--- src/rtl/mag_comp_seq_if.sv ---
// Request/result bundle for the multi-cycle magnitude comparator.
// The master side issues start with operands; the slave side reports status and flags.
interface mag_comp_seq_if #(
  parameter int WIDTH = 16
);
  logic             start;
  logic [WIDTH-1:0] A;
  logic [WIDTH-1:0] B;
  logic             signed_mode;
  logic             busy;
  logic             done;
  logic             Equal;
  logic             A_greater;
  logic             B_greater;

  modport master (
    output start, A, B, signed_mode,
    input  busy, done, Equal, A_greater, B_greater
  );

  modport slave (
    input  start, A, B, signed_mode,
    output busy, done, Equal, A_greater, B_greater
  );
endinterface

--- src/rtl/mag_comp_seq.sv ---
// Multi-cycle magnitude comparator: walks the captured operands CHUNK bits per
// clock from the most significant chunk down, latching the first difference.
// Signed compares flip both sign bits at capture so one unsigned walk serves both modes.
module mag_comp_seq #(
  parameter int WIDTH      = 16,
  parameter int CHUNK      = 4,
  parameter int EARLY_EXIT = 1
) (
  input logic          clk,
  input logic          rst,
  mag_comp_seq_if.slave bus
);
  localparam int NCHUNK = WIDTH / CHUNK;
  localparam int IDXW   = (NCHUNK > 1) ? $clog2(NCHUNK) : 1;
  localparam logic [IDXW-1:0]  IDX_TOP   = IDXW'(NCHUNK - 1);
  localparam logic [IDXW-1:0]  IDX_ZERO  = {IDXW{1'b0}};
  localparam logic [WIDTH-1:0] SIGN_MASK = {1'b1, {(WIDTH-1){1'b0}}};

  typedef enum logic [1:0] {
    ST_IDLE    = 2'd0,
    ST_COMPARE = 2'd1,
    ST_DONE    = 2'd2
  } state_t;

  // Select chunk i of an operand with a mux over the fixed chunk slices.
  function automatic logic [CHUNK-1:0] get_chunk(input logic [WIDTH-1:0] v,
                                                 input logic [IDXW-1:0]  i);
    logic [CHUNK-1:0] r;
    r = {CHUNK{1'b0}};
    for (int k = 0; k < NCHUNK; k++) begin
      if (i == IDXW'(k)) begin
        r = v[k*CHUNK +: CHUNK];
      end else begin
        r = r;
      end
    end
    return r;
  endfunction

  state_t           state_r;
  logic [IDXW-1:0]  idx_r;
  logic [WIDTH-1:0] a_r;
  logic [WIDTH-1:0] b_r;
  logic             decided_r;
  logic             gt_r;
  logic             busy_r;
  logic             done_r;
  logic             equal_r;
  logic             a_gt_r;
  logic             b_gt_r;

  logic [CHUNK-1:0] chunk_a_s;
  logic [CHUNK-1:0] chunk_b_s;
  logic             chunk_ne_s;
  logic             chunk_gt_s;
  logic             decided_s;
  logic             gt_s;
  logic             finish_s;

  // Evaluate the current chunk and merge it with any earlier decision.
  always_comb begin
    chunk_a_s  = get_chunk(a_r, idx_r);
    chunk_b_s  = get_chunk(b_r, idx_r);
    chunk_ne_s = (chunk_a_s != chunk_b_s);
    chunk_gt_s = (chunk_a_s > chunk_b_s);
    decided_s  = decided_r | chunk_ne_s;
    if (decided_r) begin
      gt_s = gt_r;
    end else begin
      gt_s = chunk_gt_s;
    end
    if (idx_r == IDX_ZERO) begin
      finish_s = 1'b1;
    end else if ((EARLY_EXIT != 0) && chunk_ne_s) begin
      finish_s = 1'b1;
    end else begin
      finish_s = 1'b0;
    end
  end

  // Control FSM with registered status and result flags.
  always_ff @(posedge clk or posedge rst) begin
    if (rst) begin
      state_r   <= ST_IDLE;
      idx_r     <= IDX_ZERO;
      a_r       <= {WIDTH{1'b0}};
      b_r       <= {WIDTH{1'b0}};
      decided_r <= 1'b0;
      gt_r      <= 1'b0;
      busy_r    <= 1'b0;
      done_r    <= 1'b0;
      equal_r   <= 1'b0;
      a_gt_r    <= 1'b0;
      b_gt_r    <= 1'b0;
    end else begin
      case (state_r)
        ST_IDLE, ST_DONE: begin
          if (bus.start) begin
            // Flipping the sign bits maps two's-complement order onto unsigned order.
            if (bus.signed_mode) begin
              a_r <= bus.A ^ SIGN_MASK;
              b_r <= bus.B ^ SIGN_MASK;
            end else begin
              a_r <= bus.A;
              b_r <= bus.B;
            end
            idx_r     <= IDX_TOP;
            decided_r <= 1'b0;
            gt_r      <= 1'b0;
            busy_r    <= 1'b1;
            done_r    <= 1'b0;
            state_r   <= ST_COMPARE;
          end else begin
            busy_r  <= 1'b0;
            done_r  <= 1'b0;
            state_r <= ST_IDLE;
          end
        end
        ST_COMPARE: begin
          if (finish_s) begin
            equal_r <= ~decided_s;
            a_gt_r  <= decided_s & gt_s;
            b_gt_r  <= decided_s & ~gt_s;
            busy_r  <= 1'b0;
            done_r  <= 1'b1;
            state_r <= ST_DONE;
          end else begin
            idx_r     <= idx_r - IDXW'(1);
            decided_r <= decided_s;
            gt_r      <= gt_s;
            state_r   <= ST_COMPARE;
          end
        end
        default: begin
          busy_r  <= 1'b0;
          done_r  <= 1'b0;
          state_r <= ST_IDLE;
        end
      endcase
    end
  end

  assign bus.busy      = busy_r;
  assign bus.done      = done_r;
  assign bus.Equal     = equal_r;
  assign bus.A_greater = a_gt_r;
  assign bus.B_greater = b_gt_r;
endmodule
--- src/flat_wrapper.sv ---
// flat-port wrapper written by rule: the top's interface ports become plain ports
module mag_comp_seq_flat 
#(
  parameter int WIDTH      = 16,
  parameter int CHUNK      = 4,
  parameter int EARLY_EXIT = 1
)
  (clk, rst, bus_start, bus_A, bus_B, bus_signed_mode, bus_busy, bus_done, bus_Equal, bus_A_greater, bus_B_greater);
  mag_comp_seq_if #(.WIDTH(WIDTH)) bus_i ();
  input logic clk;
  input logic rst;
  input wire logic [$bits(bus_i.start)-1:0] bus_start;
  input wire logic [$bits(bus_i.A)-1:0] bus_A;
  input wire logic [$bits(bus_i.B)-1:0] bus_B;
  input wire logic [$bits(bus_i.signed_mode)-1:0] bus_signed_mode;
  output wire logic [$bits(bus_i.busy)-1:0] bus_busy;
  output wire logic [$bits(bus_i.done)-1:0] bus_done;
  output wire logic [$bits(bus_i.Equal)-1:0] bus_Equal;
  output wire logic [$bits(bus_i.A_greater)-1:0] bus_A_greater;
  output wire logic [$bits(bus_i.B_greater)-1:0] bus_B_greater;
  assign bus_i.start = bus_start;
  assign bus_i.A = bus_A;
  assign bus_i.B = bus_B;
  assign bus_i.signed_mode = bus_signed_mode;
  assign bus_busy = bus_i.busy;
  assign bus_done = bus_i.done;
  assign bus_Equal = bus_i.Equal;
  assign bus_A_greater = bus_i.A_greater;
  assign bus_B_greater = bus_i.B_greater;
  mag_comp_seq #(.WIDTH(WIDTH), .CHUNK(CHUNK), .EARLY_EXIT(EARLY_EXIT)) u_core (.clk(clk), .rst(rst), .bus(bus_i));
endmodule
--- config.mk ---
export PLATFORM = sky130hd
export DESIGN_NAME = mag_comp_seq_flat
export DESIGN_NICKNAME = d
export VERILOG_FILES = /design/src/rtl/mag_comp_seq_if.sv /design/src/rtl/mag_comp_seq.sv /design/src/flat_wrapper.sv
export SDC_FILE = /design/constraint.sdc
export NUM_CORES = 1
export LEC_CHECK = 0
export ABC_AREA = 1
export CAP_MARGIN = 30
export CORE_MARGIN = 3
export CORE_UTILIZATION = 52
export DETAILED_ROUTE_END_ITERATION = 16
export PLACE_DENSITY_LB_ADDON = 0.1
export SYNTH_ARGS = -nofsm -noshare
export SYNTH_HDL_FRONTEND = slang
export SYNTH_SLANG_ARGS = --single-unit
--- constraint.sdc ---
create_clock -name clk -period 2.9 [get_ports clk]
set_input_delay 0.87 -clock clk [delete_from_list [all_inputs] [get_ports clk]]
set_output_delay 0.87 -clock clk [all_outputs]
set_load 0.01 [all_outputs]
After elaboration in Yosys (flattened, before gate mapping)
Index checks and enable logic that the tools add are counted.
{"block": "totals", "elab_cells": 65, "regBits": 43}
{"block": "classes", "mux": 29, "eq_ne": 9, "n_reduce_logical": 7, "bitwise_logic": 7, "magnitude_cmp": 1, "addsub": 1}
{"op": "$mux W16", "count": 2}
{"op": "$mux W4", "count": 8}
{"op": "$mux W1", "count": 11}
{"op": "$pmux W2 S2", "count": 2}
{"op": "$eq A2 B2 Y1 const B", "count": 3}
{"op": "$mux W2", "count": 3}
{"op": "$pmux W1 S2", "count": 3}
{"op": "$eq A2 B1 Y1 const B", "count": 2}
{"op": "$gt A4 B4 Y1", "count": 1}
{"op": "$logic_not A2 Y1", "count": 2}
{"op": "$ne A2 B2 Y1 const B", "count": 2}
{"op": "$ne A4 B4 Y1", "count": 1}
{"op": "$not A1 Y1", "count": 4}
{"op": "$reduce_and A2 Y1", "count": 2}
{"op": "$reduce_and A3 Y1", "count": 1}
{"op": "$and A1 B1 Y1", "count": 2}
{"op": "$ne A2 B1 Y1 const B", "count": 1}
{"op": "$reduce_bool A2 Y1", "count": 1}
{"op": "$reduce_or A2 Y1", "count": 1}
{"op": "$sub A2 B1 Y2 const B", "count": 1}
{"op": "$or A1 B1 Y1", "count": 1}

Logic depth before layout (Yosys ltp)
{"block": "depth", "depth_word": 10, "depth_mapped": 17}

Worst setup path after synthesis
OpenSTA, ideal clock, no wires.
{"block": "synth_timing", "kind": "register -> register", "startpoint": "register u_core.idx_r[1]", "endpoint": "register u_core.equal_r (netlist: u_core.bus.Equal)", "setup_time_ns": 0.120, "t_required_ns": 2.780, "stages_incl_launch_ff": 16, "setup_slack_ns": 0.853, "period_less_slack_ns": 2.047, "n_path_buf": 1, "t_arrival_ns": 1.927, "cell_sequence": "dfrtp_1 inv_1 ha_1 buf_2 a21oi_1 o21ai_0 o211ai_1 nand2_1 ha_1 nand2_2 nor2_4 nand2_1 nand2_1 inv_2 nor2_1 nor2_1"}
{"block": "synth_via", "elab_chain_cells": 9, "elab_cells_between_ends": 18}
{"element": "start, declared", "line_no": "mag_comp_seq.sv:41", "source": "logic [IDXW-1:0] idx_r;"}
{"element": "start signal, assigned", "line_no": "mag_comp_seq.sv:128", "source": "idx_r <= idx_r - IDXW'(1);"}
{"element": "$logic_not A2 Y1", "line_no": "mag_comp_seq.sv:31, mag_comp_seq.sv:72"}
{"element": "$mux W4 (4 in a row)", "line_no": "mag_comp_seq.sv:31", "source": "if (i == IDXW'(k)) begin"}
{"element": "$ne A4 B4 Y1", "line_no": "mag_comp_seq.sv:64", "source": "chunk_ne_s = (chunk_a_s != chunk_b_s);"}
{"element": "$mux W1", "line_no": "mag_comp_seq.sv:74", "source": "end else if ((EARLY_EXIT != 0) && chunk_ne_s) begin"}
{"element": "$mux W1", "line_no": "mag_comp_seq.sv:72", "source": "if (idx_r == IDX_ZERO) begin"}
{"element": "$reduce_and A2 Y1 (no line)"}
{"element": "end signal, assigned", "line_no": "mag_comp_seq.sv:121", "source": "equal_r <= ~decided_s;"}
{"element": "end, declared", "line_no": "mag_comp_seq.sv:48", "source": "logic equal_r;"}
Several ways; a longest one is shown, not always the timed one.
A chain may end at the register's enable or synchronous reset.

Worst setup path in the final report
{"block": "layout_timing", "startpoint": "register u_core.idx_r[0]", "endpoint": "register u_core.equal_r (netlist: u_core.bus.Equal)"}
The elaborated chain is that of the path after synthesis.

==> results.json <==
{
  "syn-mean-instance-area_um2": 10.2,
  "detail_route.iter0.violations": 93,
  "post_cts_resized": 0,
  "grt_usage_pct": 18.3,
  "wire_length_on_met3_um": 273,
  "min_path_type": "flop to flop",
  "met2WireLength_um": 1800,
  "criticalPathCategory": "flop to flop",
  "ios": 41,
  "met1_length_um": 2090,
  "finClkSkew_ns": 0.0104,
  "cp_arrival_ns": 2.59,
  "place_area_um2": 2590,
  "antenna_found_initial": 0,
  "htree_levels": 2,
  "p_per_area_nw_per_um2": 992,
  "tritoncts_buffers": 5,
  "post_route_cells_drive_above_1_share_pct": 14.8,
  "grt_start_max_net_pins": 44,
  "fin_tns_setup_ns": 0,
  "grt_pass1_vias": 1531,
  "route.detailed.wl_per_inst_um": 13.8,
  "fillers": 323,
  "clock-sinks": 43,
  "yosysUniqueCellTypes": 23,
  "worst-slew-pin-transition_ns": 0.601,
  "die-area_um2": 4990,
  "cts_tree": "built",
  "top_layer_used": "met4",
  "syn2layout_area_growth_pct": 23.0,
  "rsz0062_at_grt": "false",
  "maxCapViolCount": 0,
  "hold_path_depth": 2,
  "critical_path_required_ns": 3.07,
  "timing.max_slew.rel_slack_pct": 59.9,
  "synth-seq-area-share_pct": 49.5,
  "fin_crit_sh_pct": 83.6,
  "hpwlAfterDp_um": 3060,
  "grt_first_pass_wirelength_um": 7200,
  "remaining_drc_errors": 0,
  "finalMaxSlewViolations": 0,
  "vias": 1512,
  "fmax_mhz": 413,
  "clockRootBuffer": "clkbuf_8",
  "mappedNetlistNets": 258,
  "design_area_um2": 2670,
  "dieHeight_um": 70.7,
  "netlist_instances": 214,
  "core_area_um2": 3850,
  "cts_hold_buf": 0,
  "critical_path.startpoint_type": "flop",
  "ys_seq_elements": 43,
  "place.port_buffers": 40,
  "multi_input_comb_area_um2": 957,
  "diodes": 0,
  "nets": 299,
  "min_tclk_post_route_ns": 2.42,
  "outcome": "finished, final reports clean",
  "initial_utilization_pct": 56.4,
  "yosys_warnings": 0,
  "critPathCaptureType": "flop",
  "mappedNetlistArea_um2": 2170,
  "timing_hold_violations_final": 0,
  "totalWireLength_um": 4190,
  "rows": 22,
  "clkTransAtPathRegs_ns": 0.08,
  "gpl.final_weighted_congestion": 0.915,
  "area_taken_by_flip_flops_and_latches_um2": 1080,
  "clock_latency_ns": 0.29,
  "cts_setup_buffers": 0,
  "highest_net_fanout_along_the_worst_path": 11,
  "worst_ir_drop_vdd_uv": 628,
  "avgViaCountPerCell": 4.97,
  "detailedRoute.firstPassIterationCount": 4,
  "cts_buffer_depth": 2,
  "global_route.overflow_total": 0,
  "overall_die_width_um": 70.7,
  "final_antenna_net_count": 0,
  "setup_viol_count_final": 0,
  "rr_worst_depth": 13,
  "power_leakage_uw": 0.00131
}
[placed cells by master (no fill, tap or decap), types with 2 or more instances in the layout]
cell type / synthesis / layout
a21oi_1: 19 / 19
a22oi_1: 2 / 2
clkbuf_8: 0 / 5
clkdlybuf4s50_1: 0 / 40
dfrtp_1: 43 / 43
ha_1: 8 / 8
inv_1: 21 / 21
inv_2: 2 / 2
mux2_1: 3 / 3
mux2_2: 2 / 2
mux2_4: 20 / 20
nand2_1: 47 / 47
nand2_2: 2 / 2
nand3_1: 3 / 3
nor2_1: 14 / 14
o21ai_0: 13 / 13
xnor2_1: 2 / 2
[state kept, by name (all words and copies together) (netlist names)]
register / count
u_core.gt_r: 1
u_core.bus.busy: 1
u_core.idx_r: 2
u_core.decided_r: 1
u_core.b_r: 16
u_core.a_r: 16
u_core.bus.done: 1
u_core.bus.A_greater: 1
u_core.bus.Equal: 1
u_core.state_r: 2
u_core.bus.B_greater: 1
[where the power goes]
group	switching (uW)	internal, uW
clock network	189	168
logic	711	601
registers	142	839
[logic make-up after synthesis]
family / count (synthesis) / synth area share [%]
XOR/XNOR: 2 / 0.806
buffers and inverters: 30 / 6.45
AND/OR/NAND/NOR: 70 / 13.6
AO/OA/AOI/OAI: 36 / 8.64
flip-flops: 43 / 49.5
adder cells (fa/ha/maj): 8 / 4.61
multiplexers: 25 / 16.4
[stage by stage]
step | hold slack [ns] | util, % | setup WS (ns) | instances | total power, uW
after detailed placement | 0.462 | 67.1 | 0.515 | 296 | 2290
after global routing | 0.520 | 69.4 | 0.205 | 304 | 2900
after global placement | 0.462 | 67.1 | 0.560 | 296 | 2270
after CTS | 0.483 | 69.4 | 0.475 | 304 | 2670
final | 0.477 | 69.4 | 0.476 | 304 | 2650
after floorplan | 0.448 | - | 0.853 | 214 | 1970
[area by class of cell]
| type | instances | share of cell area, % |
|---|---|---|
| clock buffer | 6 | 2.72 |
| clock inverter | 2 | 0.468 |
| inverter | 23 | 3.23 |
| multi-input combinational | 141 | 35.8 |
| sequential | 43 | 40.3 |
| tap | 48 | 2.25 |
| timing repair buffer | 41 | 15.3 |
[worst paths after layout]
| kind | from | to | slack (ns) |
|---|---|---|---|
| max | u_core.idx_r[0]$_DFFE_PP0P_ | u_core.bus.Equal$_DFFE_PP0P_ | 0.48 |
| min | u_core.bus.busy$_DFFE_PP0P_ | u_core.bus.busy$_DFFE_PP0P_ | 0.48 |
| max reg2reg | u_core.idx_r[0]$_DFFE_PP0P_ | u_core.bus.Equal$_DFFE_PP0P_ | 0.48 |
| min reg2reg | u_core.bus.busy$_DFFE_PP0P_ | u_core.bus.busy$_DFFE_PP0P_ | 0.48 |
| max in group asynchronous | rst | u_core.b_r[11]$_DFFE_PP0P_ | 1.51 |
| min in group asynchronous | rst | u_core.bus.B_greater$_DFFE_PP0P_ | 1.01 |
[cells in the mapped netlist]
master	number	share of area [%]
a21oi_1	19	4.4
nor2_1	14	2.4
inv_2	2	0.35
xnor2_1	2	0.81
buf_2	4	0.92
mux2_2	2	1.0
dfrtp_1	43	50
o21ai_1	1	0.23
nand3_2	1	0.46
buf_6	3	1.6
nor2_2	1	0.29
nand2_1	47	8.1
nor2_4	1	0.52
mux2_4	20	14
nand3_1	3	0.69
ha_1	8	4.6
o211ai_1	1	0.35
nand2_4	1	0.52
inv_1	21	3.6
a22oi_1	2	0.69
mux2_1	3	1.6
o21ai_0	13	3.0
nand2_2	2	0.58
[per-layer routing]
metal  global-route usage (%)  vias up
met3                     5.97        2
li1                         -      773
met2                     27.8       49
met1                     26.3      688
met4                     3.13        0
met5                        0        -
[worst max-delay path, stage by stage, from the launching register on]
cell,delay (ns)
dfrtp_1,0.40
inv_1,0.12
ha_1,0.40
inv_1,0.18
o211ai_1,0.21
nand2_1,0.08
ha_1,0.30
nand2_2,0.08
nor2_4,0.15
nand2_1,0.09
nand2_1,0.12
inv_2,0.05
nor2_1,0.08
nor2_1,0.04
Power figures use the tool's default switching activity.
